### src/rtl/id_pkg.sv
// rtl/id_pkg.sv - shared widths, opcode enumeration and instruction layout for the decoder and ALU
package id_pkg;

  localparam int INSTR_W = 6;
  localparam int OP_W    = 3;
  localparam int ADDR_W  = 2;
  localparam int NREG    = 4;

  typedef enum logic [OP_W-1:0] {
    OP_ADD = 3'b000,
    OP_SUB = 3'b001,
    OP_LD  = 3'b010,
    OP_ST  = 3'b011,
    OP_XOR = 3'b100,
    OP_NOT = 3'b101,
    OP_AND = 3'b110,
    OP_OR  = 3'b111
  } op_e;

  // Field order matches the bit layout of the instruction word, MSB first.
  typedef struct packed {
    logic              acc_en;
    op_e               op;
    logic [ADDR_W-1:0] addr;
  } instr_t;

  function automatic instr_t unpack_instr(input logic [INSTR_W-1:0] word);
    return instr_t'(word);
  endfunction

endpackage

### src/rtl/onehot_dec.sv
// rtl/onehot_dec.sv - combinational 2-to-4 one-hot decoder
module onehot_dec
  import id_pkg::*;
(
  input  logic [ADDR_W-1:0] in_addr,
  output logic [NREG-1:0]   onehot
);

  always_comb begin
    onehot          = '0;
    onehot[in_addr] = 1'b1;
  end

endmodule

### src/rtl/id_unit.sv
// rtl/id_unit.sv - instruction decode stage: registers opcode/address and
// issues single-cycle register-file and accumulator enables
module id_unit
  import id_pkg::*;
(
  input  logic               clk,
  input  logic               rst,
  input  logic               ID_CE,
  input  logic [INSTR_W-1:0] INSTR,
  output logic [OP_W-1:0]    OP_CODE,
  output logic [ADDR_W-1:0]  ADDR,
  output logic [NREG-1:0]    CE,
  output logic               ACC_CE
);

  instr_t            instr;
  logic [NREG-1:0]   addr_onehot;

  logic [OP_W-1:0]   op_code_q, op_code_d;
  logic [ADDR_W-1:0] addr_q,    addr_d;
  logic [NREG-1:0]   ce_q,      ce_d;
  logic              acc_ce_q,  acc_ce_d;

  assign instr = unpack_instr(INSTR);

  onehot_dec u_onehot_dec (
    .in_addr (instr.addr),
    .onehot  (addr_onehot)
  );

  // Opcode and address hold between accepts; enables pulse for one cycle only.
  always_comb begin
    op_code_d = op_code_q;
    addr_d    = addr_q;
    ce_d      = '0;
    acc_ce_d  = 1'b0;
    if (ID_CE) begin
      op_code_d = instr.op;
      addr_d    = instr.addr;
      acc_ce_d  = instr.acc_en;
      if (instr.op == OP_ST) begin
        ce_d = addr_onehot;
      end
    end
  end

  always_ff @(posedge clk) begin
    if (rst) begin
      op_code_q <= '0;
      addr_q    <= '0;
      ce_q      <= '0;
      acc_ce_q  <= 1'b0;
    end else begin
      op_code_q <= op_code_d;
      addr_q    <= addr_d;
      ce_q      <= ce_d;
      acc_ce_q  <= acc_ce_d;
    end
  end

  assign OP_CODE = op_code_q;
  assign ADDR    = addr_q;
  assign CE      = ce_q;
  assign ACC_CE  = acc_ce_q;

endmodule

### config.mk
export PLATFORM = sky130hd
export DESIGN_NAME = id_unit
export DESIGN_NICKNAME = d
export VERILOG_FILES = /design/src/rtl/id_pkg.sv /design/src/rtl/onehot_dec.sv /design/src/rtl/id_unit.sv
export SDC_FILE = /design/constraint.sdc
export NUM_CORES = 1
export LEC_CHECK = 0
export CAP_MARGIN = 20
export CORE_AREA = 4 4 41 43
export CTS_BUF_LIST = sky130_fd_sc_hd__clkbuf_4 sky130_fd_sc_hd__clkbuf_8
export DETAILED_ROUTE_END_ITERATION = 8
export DIE_AREA = 0 0 45 47
export PLACE_DENSITY_LB_ADDON = 0.2
export SLEW_MARGIN = 10
export SYNTH_ARGS = -nofsm -noshare
export SYNTH_HDL_FRONTEND = slang
export SYNTH_SLANG_ARGS = --single-unit
export TNS_END_PERCENT = 1
### constraint.sdc
create_clock -name clk -period 1.08 [get_ports clk]
set_input_delay 0.108 -clock clk [delete_from_list [all_inputs] [get_ports clk]]
set_output_delay 0.108 -clock clk [all_outputs]
set_load 0.02 [all_outputs]
; ---- After elaboration in Yosys (flattened, before gate mapping)
; Cells that the tools add are included.
[word_totals]
reg_bits = 10
latch_bits = 0
ram_bits = 0
romBits = 0
output_inout_bits = 10
elab_cells = 14
mem_count = 0
[classes]
add_sub_neg = 0
n_mul = 0
div = 0
magnitude_cmp = 2
n_eq_ne = 1
n_shift = 0
muxes = 2
n_bitwise = 2
n_reduce_logical = 3
[op_table]
columns = op, n
row1 = "equality test 3 x 2 -> 1 bit, second input constant", 1
row2 = "< comparator 2 x 3 -> 1 bit, second input constant", 1
row3 = OR reduction 3 bit, 1
row4 = demux 1 bit (select 2 bit), 1
row5 = "greater-or-equal comparator 2 x 1 -> 1 bit, second input constant", 1
row6 = NOT 1 bit, 2
row7 = OR reduction 2 bit, 1
row8 = logical AND 1 bit, 1
row9 = 2-to-1 mux 1 bit, 1

; ---- Longest topological paths before layout
[depth]
depth_word = 4
ltp_mapped = 3
ltp_nobuf = 2

; ---- By module
; A second synthesis with hierarchy kept.
[unflattened]
hier_cells = 32
hier_area_um2 = 395.4
[by_module_without_submodules]
columns = mod, instances, cells_each, area_each_um2, seq_area_each_um2
row1 = id_unit, 1, 28, 369.1, 200.2
row2 = onehot_dec, 1, 4, 26.3, 0.0

; ---- Worst setup path after synthesis
; Ideal clock, no wire load.
[synth_path]
path_type = in2reg
from = in ID_CE
to = reg ce_q[1], in the netlist CE[1]
setup_ns = 0.060
t_arrival_ns = 0.661
required_time_ns = 1.020
setup_slack_ns = 0.359
stages = 3
n_path_buf = 1
cell_sequence = buf_4 > nand4bb_4 > and4bb_2
[synth_via]
elab_chain_len = 2
[synth_lines]
columns = item, line_no
row1 = "start, declared", id_unit.sv:8  ; input logic ID_CE,
row2 = NOT 1 bit (no line), n/a
row3 = OR reduction 3 bit (no line), n/a
row4 = "end signal, assigned", id_unit.sv:51  ; ce_q <= '0;
row5 = "end signal, assigned", id_unit.sv:56  ; ce_q <= ce_d;
row6 = "end, declared", id_unit.sv:21  ; logic [NREG-1:0] ce_q, ce_d;
; No other way between the ends.
; A chain may end at the register's enable or synchronous reset.

; ---- Worst setup path in the final report
[layout_path]
from = reg op_code_q[0], in the netlist OP_CODE[0]
to = out OP_CODE[0]
[layout_lines]
columns = item, line_no
row1 = "start, declared", id_unit.sv:19  ; logic [OP_W-1:0] op_code_q, op_code_d;
row2 = "start signal, assigned", id_unit.sv:54  ; op_code_q <= op_code_d;
row3 = "end, declared", id_unit.sv:10  ; output logic [OP_W-1:0] OP_CODE,
; No word-level cell between the ends.

==> results.sh <==
export IMPL_drv_cap=0
export IMPL_syn_avg_cell_area_um2=12.17
export IMPL_gp_congestion=0.7241
export IMPL_postCtsSetupRepairBufs=0
export IMPL_slew_headroom_pct=84.77
export IMPL_syn_nets=38
export IMPL_fmax_mhz=967.6
export IMPL_port_buffers=18
export IMPL_seq_area_um2=200.2
export IMPL_die_area_mm2=0.002115
export IMPL_clock_latency_ns=0.25
export IMPL_clk_pin_slew_ns=0.06
export IMPL_grt_max_degree=7
export IMPL_n_antenna_cell=0
export IMPL_holdWs_ns=0.4892
export IMPL_post_route_util_pct=45.48
export IMPL_crit_required_ns=0.97
export IMPL_multi_input_area_um2=145.1
export IMPL_num_rows=13
export IMPL_cts_htree_levels=1
export IMPL_avgRoutedWirePerCell_um=11.01
export IMPL_hold_viol=0
export IMPL_fin_area_um2=591.8
export IMPL_p_total_uw=824.7
export IMPL_syn_area_um2=352.8
export IMPL_worstPathMaxFanout=2
export IMPL_synth_cell_type_count=11
export IMPL_period_share_pct=95.69
export IMPL_grt_setup_unrepaired="false"
export IMPL_grt_pass1_vias=257
export IMPL_reg2reg_from="OP_CODE[1]$_SDFFE_PP0P_"
export IMPL_hold_end="ACC_CE$_SDFF_PP0_"
export IMPL_max_stage_delay_ns=0.34
export IMPL_clock_root_buffer="clkbuf_4"
export IMPL_core_mm2=0.001301
export IMPL_holdPathStages=2
export IMPL_dr_pass1_iters=4
export IMPL_synthCells=29
export IMPL_grt_overflow_total=0
export IMPL_route_detailed_drc=0
export IMPL_cp_arrival_ns=0.93
export IMPL_layout_drive_gt1_share_pct=18.87
export IMPL_hold_buffers=0
export IMPL_clock_sinks=10
export IMPL_dr_total_vias=285
export IMPL_worst_r2r_cell_count=2
export IMPL_r2r_setup_slack_ns=0.48
export IMPL_critPathBufInv=1
export IMPL_drt_iter0_drc=6
export IMPL_nets=63
export IMPL_vias_per_cell=4.191
export IMPL_io_pins=19
export IMPL_cp_depth=1
export IMPL_critPathSlowestCell="dlygate4sd2_1"
export IMPL_maxSlewViolCount=0
export IMPL_cts_tree="built"
export IMPL_worst_slew_pin_slew_ns=0.2253
export IMPL_track_usage_pct=7.625
export IMPL_postRouteAntennaNets=0
export IMPL_grt_pass1_wl_um=1097
export IMPL_skew_ns=0
export IMPL_layout_commonest_cell="dfxtp_1"
export IMPL_drt_total_wl_um=749
export IMPL_placed_area_um2=566.8
export IMPL_cts_buffers=3
export IMPL_cts_buffer_depth=2
export IMPL_crit_chain="dlygate4sd2_1"
export IMPL_period_minus_slack_ns=1.033
export IMPL_outcome="completed"
export IMPL_hold_path_startpoint="INSTR[5]"
export IMPL_start_kind="register"
export IMPL_hp_class="input port to register"
export IMPL_cp_top_family="buffers and inverters"
export IMPL_fillers=131
export IMPL_final_cell_mix="dfxtp_1, dlygate4sd2_1, clkdlybuf4s50_1"
export IMPL_critPathCaptureType="primary output"
export IMPL_antenna_found_initial=0
export IMPL_start_util_pct=27.12
export IMPL_worstSetupPathType="register to primary output"
export IMPL_die_y_um=47
export IMPL_ys_warn_count=0
export IMPL_p_leak_uw=0.0002821
export IMPL_r2r_end="OP_CODE[1]$_SDFFE_PP0P_"
export IMPL_die_x_um=45
export IMPL_fin_setup_tns_ns=0
export IMPL_area_growth_pct=67.73
export IMPL_irDropWorstVdd_uv=818.9
export IMPL_ys_seq_area_share_pct=56.74
export IMPL_setup_viol=0
export IMPL_ys_ff_latch=10
export IMPL_power_density_mw_per_mm2=1393
per-stage QoR:
| stage | setup slack [ns] | cells |
|---|---|---|
| detailed placement | -0.1037 | 64 |
| CTS | 0.03323 | 68 |
| floorplan | 0.3590 | 29 |
| global placement | -0.1007 | 64 |
| finish | 0.04654 | 68 |
| global route | 0.009753 | 68 |
metal layers:
metal	vias up	GRT usage (%)	routed length [µm]
li1	149	-	-
met1	122	8.776	317
met2	14	10.73	335
met3	0	5.364	96
met4	0	3.509	0
met5	-	0	0
power by group:
part           leakage, µW  total, µW  internal [µW]  switching, µW
combinational     0.000179        116           64.2           51.8
clock            0.0000210        321            204            117
sequential       0.0000818        388            382           5.54
total             0.000282        825            650            174
flip-flops by register name, indices dropped and copies added, names as in the netlist:
name / flops
CE: 4
OP_CODE: 3
ADDR: 2
ACC_CE: 1
repair_timing:
action / CTS / global route
cloned: 0 / 0
setup endpoints to repair: 10 / 1
resized for setup: 10 / 1
pin swaps: 0 / 0
how the worst max path moves through the flow:
stage                               to  slack [ns]                    start
6_report                    OP_CODE[0]        0.05  OP_CODE[0]$_SDFFE_PP0P_
5_1_grt                     OP_CODE[0]        0.01  OP_CODE[0]$_SDFFE_PP0P_
4_1_cts                     OP_CODE[1]        0.03  OP_CODE[1]$_SDFFE_PP0P_
3_5_place_dp   OP_CODE[2]$_SDFFE_PP0P_       -0.10                    ID_CE
3_3_place_gp      ADDR[0]$_SDFFE_PP0P_       -0.10                    ID_CE
2_1_floorplan         CE[1]$_SDFF_PP0_        0.36                    ID_CE
area by class of cell:
type                    count  area share (%)
flip-flops and latches     10           33.83
multi-input cells          18           24.52
well taps                  15           3.171
repair buffers             21           32.35
clock buffers               4           6.131
cells in the mapped netlist:
cell type / count / area share (%)
nor2_1: 6 / 6.4
and3b_2: 1 / 2.8
nand2_1: 1 / 1.1
nor3_1: 1 / 1.4
nand3_1: 1 / 1.4
buf_4: 1 / 2.1
mux2i_1: 5 / 14
dfxtp_1: 10 / 57
nor4b_1: 1 / 2.5
and4bb_2: 1 / 3.5
nand4bb_4: 1 / 7.8
cell families after synthesis:
kind of cell / share of synthesized area, %
buffers and inverters: 2.128
DFF: 56.74
and+or+nand+nor: 26.95
muxes: 14.18
Note: power is estimated with default switching activity, not from simulation.
